## src/rtl/parking_occupancy_ctrl.sv

```systemverilog
// Multi-gate parking occupancy controller: one direction-detecting FSM per gate
// feeding a shared, saturating occupancy count with full/empty/overflow/underflow.
module parking_occupancy_ctrl #(
    parameter int unsigned GATES    = 2,
    parameter int unsigned CAP_BITS = 8,
    parameter int unsigned CAPACITY = 200
) (
    input  logic                clk,
    input  logic                reset_n,
    input  logic [GATES-1:0]    a,
    input  logic [GATES-1:0]    b,
    output logic [CAP_BITS-1:0] count,
    output logic                full,
    output logic                empty,
    output logic [GATES-1:0]    enter_pulse,
    output logic [GATES-1:0]    exit_pulse,
    output logic                overflow,
    output logic                underflow
);

    typedef enum logic [2:0] {IDLE, E1, E2, E3, X1, X2, X3, WAIT} state_t;

    // Intermediate is wide enough for count + GATES and keeps its MSB as the sign.
    localparam int unsigned     SW    = (CAP_BITS + 2 > 6) ? CAP_BITS + 2 : 6;
    localparam logic [SW-1:0]   CAP_W = SW'(CAPACITY);

    state_t              state_q [GATES];
    state_t              state_d [GATES];
    logic [GATES-1:0]    enter_d, enter_q, exit_d, exit_q;
    logic [CAP_BITS-1:0] count_d, count_q;
    logic                ovf_d, ovf_q, unf_d, unf_q;
    logic [SW-1:0]       n_ent, n_ext, next_s;

    always_comb begin
        for (int unsigned g = 0; g < GATES; g++) begin
            state_d[g] = state_q[g];
            enter_d[g] = 1'b0;
            exit_d[g]  = 1'b0;
            case (state_q[g])
                IDLE: case ({a[g], b[g]})
                    2'b10:   state_d[g] = E1;
                    2'b01:   state_d[g] = X1;
                    2'b11:   state_d[g] = WAIT;
                    default: state_d[g] = IDLE;
                endcase
                E1: case ({a[g], b[g]})
                    2'b11:   state_d[g] = E2;
                    2'b00:   state_d[g] = IDLE;
                    2'b01:   state_d[g] = WAIT;
                    default: state_d[g] = E1;
                endcase
                E2: case ({a[g], b[g]})
                    2'b01:   state_d[g] = E3;
                    2'b10:   state_d[g] = E1;
                    2'b00:   state_d[g] = IDLE;
                    default: state_d[g] = E2;
                endcase
                E3: case ({a[g], b[g]})
                    2'b00: begin
                        state_d[g] = IDLE;
                        enter_d[g] = 1'b1;
                    end
                    2'b11:   state_d[g] = E2;
                    2'b10:   state_d[g] = WAIT;
                    default: state_d[g] = E3;
                endcase
                X1: case ({a[g], b[g]})
                    2'b11:   state_d[g] = X2;
                    2'b00:   state_d[g] = IDLE;
                    2'b10:   state_d[g] = WAIT;
                    default: state_d[g] = X1;
                endcase
                X2: case ({a[g], b[g]})
                    2'b10:   state_d[g] = X3;
                    2'b01:   state_d[g] = X1;
                    2'b00:   state_d[g] = IDLE;
                    default: state_d[g] = X2;
                endcase
                X3: case ({a[g], b[g]})
                    2'b00: begin
                        state_d[g] = IDLE;
                        exit_d[g]  = 1'b1;
                    end
                    2'b11:   state_d[g] = X2;
                    2'b01:   state_d[g] = WAIT;
                    default: state_d[g] = X3;
                endcase
                default: state_d[g] = ({a[g], b[g]} == 2'b00) ? IDLE : WAIT;
            endcase
        end
    end

    always_comb begin
        n_ent = '0;
        n_ext = '0;
        for (int unsigned g = 0; g < GATES; g++) begin
            n_ent = n_ent + SW'(enter_d[g]);
            n_ext = n_ext + SW'(exit_d[g]);
        end
        next_s  = SW'(count_q) + n_ent - n_ext;
        count_d = next_s[CAP_BITS-1:0];
        ovf_d   = 1'b0;
        unf_d   = 1'b0;
        if (next_s[SW-1]) begin
            count_d = '0;
            unf_d   = 1'b1;
        end else if (next_s > CAP_W) begin
            count_d = CAP_W[CAP_BITS-1:0];
            ovf_d   = 1'b1;
        end
    end

    always_ff @(posedge clk or negedge reset_n) begin
        if (!reset_n) begin
            for (int unsigned g = 0; g < GATES; g++) state_q[g] <= IDLE;
            enter_q <= '0;
            exit_q  <= '0;
            count_q <= '0;
            ovf_q   <= 1'b0;
            unf_q   <= 1'b0;
        end else begin
            for (int unsigned g = 0; g < GATES; g++) state_q[g] <= state_d[g];
            enter_q <= enter_d;
            exit_q  <= exit_d;
            count_q <= count_d;
            ovf_q   <= ovf_d;
            unf_q   <= unf_d;
        end
    end

    assign count       = count_q;
    assign full        = (count_q == CAP_W[CAP_BITS-1:0]);
    assign empty       = (count_q == '0);
    assign enter_pulse = enter_q;
    assign exit_pulse  = exit_q;
    assign overflow    = ovf_q;
    assign underflow   = unf_q;

endmodule

```

## config.mk

```make
export PLATFORM = sky130hd
export DESIGN_NAME = parking_occupancy_ctrl
export DESIGN_NICKNAME = d
export VERILOG_FILES = /design/src/rtl/parking_occupancy_ctrl.sv
export SDC_FILE = /design/constraint.sdc
export NUM_CORES = 1
export LEC_CHECK = 0
export ABC_AREA = 1
export CORE_ASPECT_RATIO = 0.5
export CORE_UTILIZATION = 56
export DETAILED_ROUTE_END_ITERATION = 16
export GPL_TIMING_DRIVEN = 0
export MAX_ROUTING_LAYER = met4
export PLACE_DENSITY = 0.8
export SLEW_MARGIN = 20
export SYNTH_ARGS = -nofsm -noshare
export SYNTH_HDL_FRONTEND = slang
export SYNTH_SLANG_ARGS = --single-unit
export TNS_END_PERCENT = 10
```

## constraint.sdc

```tcl
create_clock -name clk -period 3.9 [get_ports clk]
set_clock_uncertainty 0.2 [all_clocks]
set_input_delay 0.975 -clock clk [delete_from_list [all_inputs] [get_ports clk]]
set_output_delay 0.975 -clock clk [all_outputs]
set_load 0.02 [all_outputs]
```

* Word-level counts from Yosys, hierarchy flattened
Index checks and enable logic that the tools add are counted.
Widths: inputs -> output; s select.
** Storage, ports and cells
- Register bits after elaboration :: 20
- Output and inout bits :: 16
- Input bits :: 6
- Logic and storage cells :: 65
** Cells by class
- $add $sub $neg :: 4
- Reductions and logical operators :: 5
- Equal/unequal tests :: 19
- Mux-type cells :: 29
- $lt $le $gt $ge :: 1
** Operator list (count)
- $pmux 3 s3 :: 12
- $pmux 3 s7 :: 2
- $eq 3x3->1 const B :: 6
- $mux 8 :: 2
- $eq 3x2->1 const B :: 4
- $pmux 2 s3 :: 2
- $gt 10x8->1 const B :: 1
- $sub 9x2->10 :: 1
- $add 8x2->9 :: 1
- $mux 1 :: 9
- $eq 2x2->1 const B :: 4
- $eq 8x8->1 const B :: 1
- $logic_not 8->1 :: 1
- $eq 3x1->1 const B :: 2
- $logic_not 3->1 :: 2
- $mux 3 :: 2
- $add 1x1->2 :: 2
- $eq 2x1->1 const B :: 2
- $logic_not 2->1 :: 2

* Longest topological paths before layout
- Word-level depth :: 9
- Mapped depth :: 20
- Depth with buffers taken out :: 20

* Least setup slack after synthesis
Ideal clock, no wire load.
- Path kind :: in2reg
- Start :: in a[0]
- End :: reg count_q[3] (netlist: count[3])
- Buffers on the path :: 0
- Stages :: 18
- Path slack :: 134 ps
- Arrival time :: 3449 ps
- Required time :: 3583 ps
- Library setup time :: 117 ps
- Path through :: inv_1 ha_1 nand2_1 nor2_1 inv_1 fa_1 fa_1 inv_1 ha_1 fa_1 inv_1 nand3_1 nand2_1 nand3_2 nand3_4 nand2_4 nand2_4 nand2_1
** Between the ends
- Cells in the longest elaborated chain, start to end :: 9
- Elaborated cells between the ends (all ways) :: 11
- Those cells by class :: 4 x add/sub; 1 x order compare; 5 x mux; 1 x reduce/logical
** Ends and longest elaborated chain
- from (decl) :: line 10 : input logic [GATES-1:0] a,
- $logic_not 2->1 * :: line 58 : E3: case ({a[g], b[g]})
- $mux 1 * :: line 58
- $mux 1 * :: line 39 : case (state_q[g])
- net enter_d[0] :: line 29 : logic [GATES-1:0] enter_d, enter_q, exit_d, exit_q;
- $add 1x1->2 * :: line 97 : n_ent = n_ent + SW'(enter_d[g]);
- $add 8x2->9 * :: line 100 : next_s = SW'(count_q) + n_ent - n_ext;
- $sub 9x2->10 * :: line 100
- $gt 10x8->1 :: line 107 : end else if (next_s > CAP_W) begin
- $mux 8 :: line 107
- $mux 8 * :: line 104 : if (next_s[SW-1]) begin
- net count_d[3] :: line 30 : logic [CAP_BITS-1:0] count_d, count_q;
- to (signal assigned) :: line 125 : count_q <= count_d;
- to (decl) :: line 30
Mark *: on every way through the listed nets, which the timed path passes. The rest lies on a longest branch.

* Final worst setup path
- Start :: in a[0]
- End :: reg count_q[7] (netlist: count[7])
The elaborated chain is that of the path after synthesis.

==> results.sh <==
export IMPL_cts_tree="built"
export IMPL_setup_violations=0
export IMPL_async_reset_ff_share_pct=100
export IMPL_grt_pass1_wl_microns=6060
export IMPL_cp_slowest_cell="fa_2"
export IMPL_relSlewSlack_pct=42.2
export IMPL_syn_inst=235
export IMPL_finalPower_w=0.00190
export IMPL_dr_pass1_iters=5
export IMPL_start_util_pct=59.7
export IMPL_pre_cts_slack_ns=-0.748
export IMPL_path_cells="buf_2 -> inv_2 -> ha_2 -> nand2_2 -> nor2_4 -> inv_1 -> fa_2 -> fa_2 -> inv_2 -> ha_4 -> fa_2 -> nand2_2 -> nand2_2 -> nand2_1 -> nand2_1 -> nand2_2 -> nand3_2 -> nand3_4 -> nand2_4 -> nand2_4 -> nand2_1"
export IMPL_yosys_area_share_simple_pct=29.2
export IMPL_worst_setup_path_end_kind="flip-flop"
export IMPL_dp_cells=296
export IMPL_io_buffers=21
export IMPL_p_leak_nw=1.14
export IMPL_finalHoldViolCount=0
export IMPL_p_per_area_mw_per_mm2=863
export IMPL_clk_pin_slew_worst_paths_ns=0.07
export IMPL_yosys_most_used_dff="dfrtp_1"
export IMPL_clock_latency_ns=0.25
export IMPL_drtIter0Drc=58
export IMPL_synth_fa_ha_area_share_pct=24.1
export IMPL_critical_path_arrival_ns=3.71
export IMPL_yosysSeqAreaShare_pct=27.7
export IMPL_post_drt_wl_per_cell_microns=11.9
export IMPL_grt_pass1_vias=1425
export IMPL_area_growth_pct=21.7
export IMPL_slew_violations=0
export IMPL_synth_area_per_cell_sq_um=7.69
export IMPL_synth_top_family_by_area="simple AND/OR/NAND/NOR gates"
export IMPL_worst_pin_slew_ns=0.865
export IMPL_via_count=1582
export IMPL_totalNegativeSetupSlack_ns=0
export IMPL_crit_family="adder cells"
export IMPL_grt_overflow=0
export IMPL_cts_made_buffers=3
export IMPL_clk_path_buf_depth=2
export IMPL_clock_root_buffer="clkbuf_8"
export IMPL_synth_edf_count=0
export IMPL_path_max_fanout=5
export IMPL_fin_crit_sh_pct=96.4
export IMPL_dieArea_sq_mm=0.00347
export IMPL_ys_warn_count=0
export IMPL_dp_hpwl_microns=2790
export IMPL_period_needed_ns=3.76
export IMPL_synth_area_mux_share_pct=0
export IMPL_cts_hold_fix_buffers=0
export IMPL_antenna_cells=0
export IMPL_antenna_found_initial=0
export IMPL_start_kind="input port"
export IMPL_stdcell_count=305
export IMPL_worstHoldPathType="flip-flop to flip-flop"
export IMPL_core_rowCount=14
export IMPL_via_per_inst=5.19
export IMPL_postRouteAntennaNets=0
export IMPL_drive_above_1_share_pct=20.0
export IMPL_maxCapViolations=0
export IMPL_synth_xor_xnor_area_share_pct=0.484
export IMPL_die_w_microns=82.4
export IMPL_core_area_sq_mm=0.00303
export IMPL_crit_type="input port to flip-flop"
export IMPL_peakVddDrop_v=0.000518
export IMPL_synth_compound_area_share_pct=7.68
export IMPL_track_usage_pct=23.5
export IMPL_drc=0
export IMPL_ys_types=29
export IMPL_cp_required_ns=3.85
export IMPL_setup_slack_ns=0.139
export IMPL_htree_levels=1
export IMPL_path_buf_inv=4
export IMPL_cp_common_cell="nand2_2"
export IMPL_syn_area_sq_mm=0.00181
export IMPL_num_io_pins=22
export IMPL_status="complete, no violations"
export IMPL_ys_ff_latch=20
export IMPL_fmax_mhz=266
export IMPL_gp_congestion=0.879
export IMPL_die_y_microns=42.2
export IMPL_wl_microns=3630
export IMPL_critPathMaxStageDelay_ns=0.57
export IMPL_grt_max_degree=21
export IMPL_nNetsFinal=305
export IMPL_cts_sinks=20
export IMPL_syn_nets=274
## kinds of logic (layout without fill, tap and decap cells)
logic type | count (synthesis) | in the layout
compound gates | 23 | 23
fa+ha+maj | 33 | 33
simple gates | 106 | 106
flops | 20 | 20
buf+inv | 52 | 82
xor+xnor | 1 | 1
## state kept, by name, summed over array words and instances, names as in the netlist
| name | cells |
|---|---|
| count | 8 |
| state_q | 6 |
| enter_pulse | 2 |
| exit_pulse | 2 |
| overflow | 1 |
| underflow | 1 |
## area by class of cell
cell class / instances / area [sq um]
multi-input combinational: 163 / 1170
fill: 230 / 830
sequential: 20 / 500
timing repair buffer: 26 / 228
inverter: 51 / 191
clock buffer: 4 / 55.1
tap: 40 / 50.0
buffer: 1 / 5.00
## where the power goes
part | internal [W] | switching (W) | leakage, nW
registers | 0.000294 | 0.0000674 | 0.253
clock network | 0.0000897 | 0.0000648 | 0.0288
logic | 0.000522 | 0.000861 | 0.854
## repair_timing
item | CTS | global route
setup endpoints to repair | 10 | 9
setup buffers | 5 | 0
pin swaps | 2 | 3
endpoints found under the hold margin | 0 | 0
resized for setup | 21 | 16
## worst reg2reg max path: cells and delay by family (launching register included)
kind / cells / cell delay, ns
and+or+nand+nor: 13 / 1.07
DFF: 1 / 0.46
buffers and inverters: 3 / 0.21
adders and majority gates: 4 / 1.29
## through the flow
stage	area, sq um	util [%]	hold slack [ns]
after floorplan	1810	-	0.361
after global placement	2070	68.2	0.404
after detailed placement	2070	68.2	0.440
after CTS	2180	71.9	0.434
after global routing	2200	72.6	0.473
final	2200	72.6	0.443
## synth_stat cells, types with 2 or more instances
| master | instances | area (sq um) |
|---|---|---|
| ha_1 | 30 | 375 |
| fa_1 | 3 | 60.1 |
| a21oi_1 | 5 | 25.0 |
| dfrtp_1 | 20 | 500 |
| o21ai_0 | 7 | 35.0 |
| nand3_1 | 19 | 95.1 |
| inv_1 | 49 | 184 |
| nor2_4 | 2 | 22.5 |
| nor2_1 | 27 | 101 |
| nand2_2 | 6 | 37.5 |
| nand3_2 | 4 | 40.0 |
| nand2_1 | 37 | 139 |
| nand4_1 | 3 | 18.8 |
| nand2_4 | 2 | 22.5 |
| inv_2 | 2 | 7.51 |
| o22ai_1 | 6 | 37.5 |
## placed cells by master, fill, tap and decap left out, types with 2 or more instances in the layout
cell type / netlist / layout
nand4_1: 3 / 3
a21oi_1: 5 / 5
nand2_4: 2 / 3
o22ai_1: 6 / 6
clkdlybuf4s50_1: 0 / 17
fa_2: 0 / 3
buf_4: 0 / 5
nand3_1: 19 / 19
nor2_4: 2 / 3
nand2_2: 6 / 9
dfrtp_1: 20 / 20
o21ai_0: 7 / 7
nor2_1: 27 / 24
nor2_2: 1 / 3
nand3_2: 4 / 3
clkbuf_2: 0 / 2
inv_1: 49 / 43
clkbuf_8: 0 / 4
ha_2: 0 / 2
inv_2: 2 / 8
nand3_4: 1 / 2
ha_1: 30 / 27
buf_2: 1 / 3
nand2_1: 37 / 33
## layer usage
layer | track usage [%] | share of wire (%) | vias up
met5 | - | 0 | -
met1 | 30.2 | 46 | 740
met2 | 40.0 | 51 | 46
met4 | 4.91 | 0 | 0
met3 | 2.83 | 3.0 | 0
li1 | - | - | 796
## worst paths after layout
path	start	end	slack, ns	cells after the start
min in group asynchronous	reset_n	count[6]	1.01	1
max reg2reg	state_q[3]	count[7]	0.56	20
min reg2reg	state_q[5]	enter_pulse[0]	0.44	2
max	a[0]	count[7]	0.14	21
max in group asynchronous	reset_n	count[1]	1.96	1
min	state_q[5]	enter_pulse[0]	0.44	2
(Power assumes the default switching activity.)
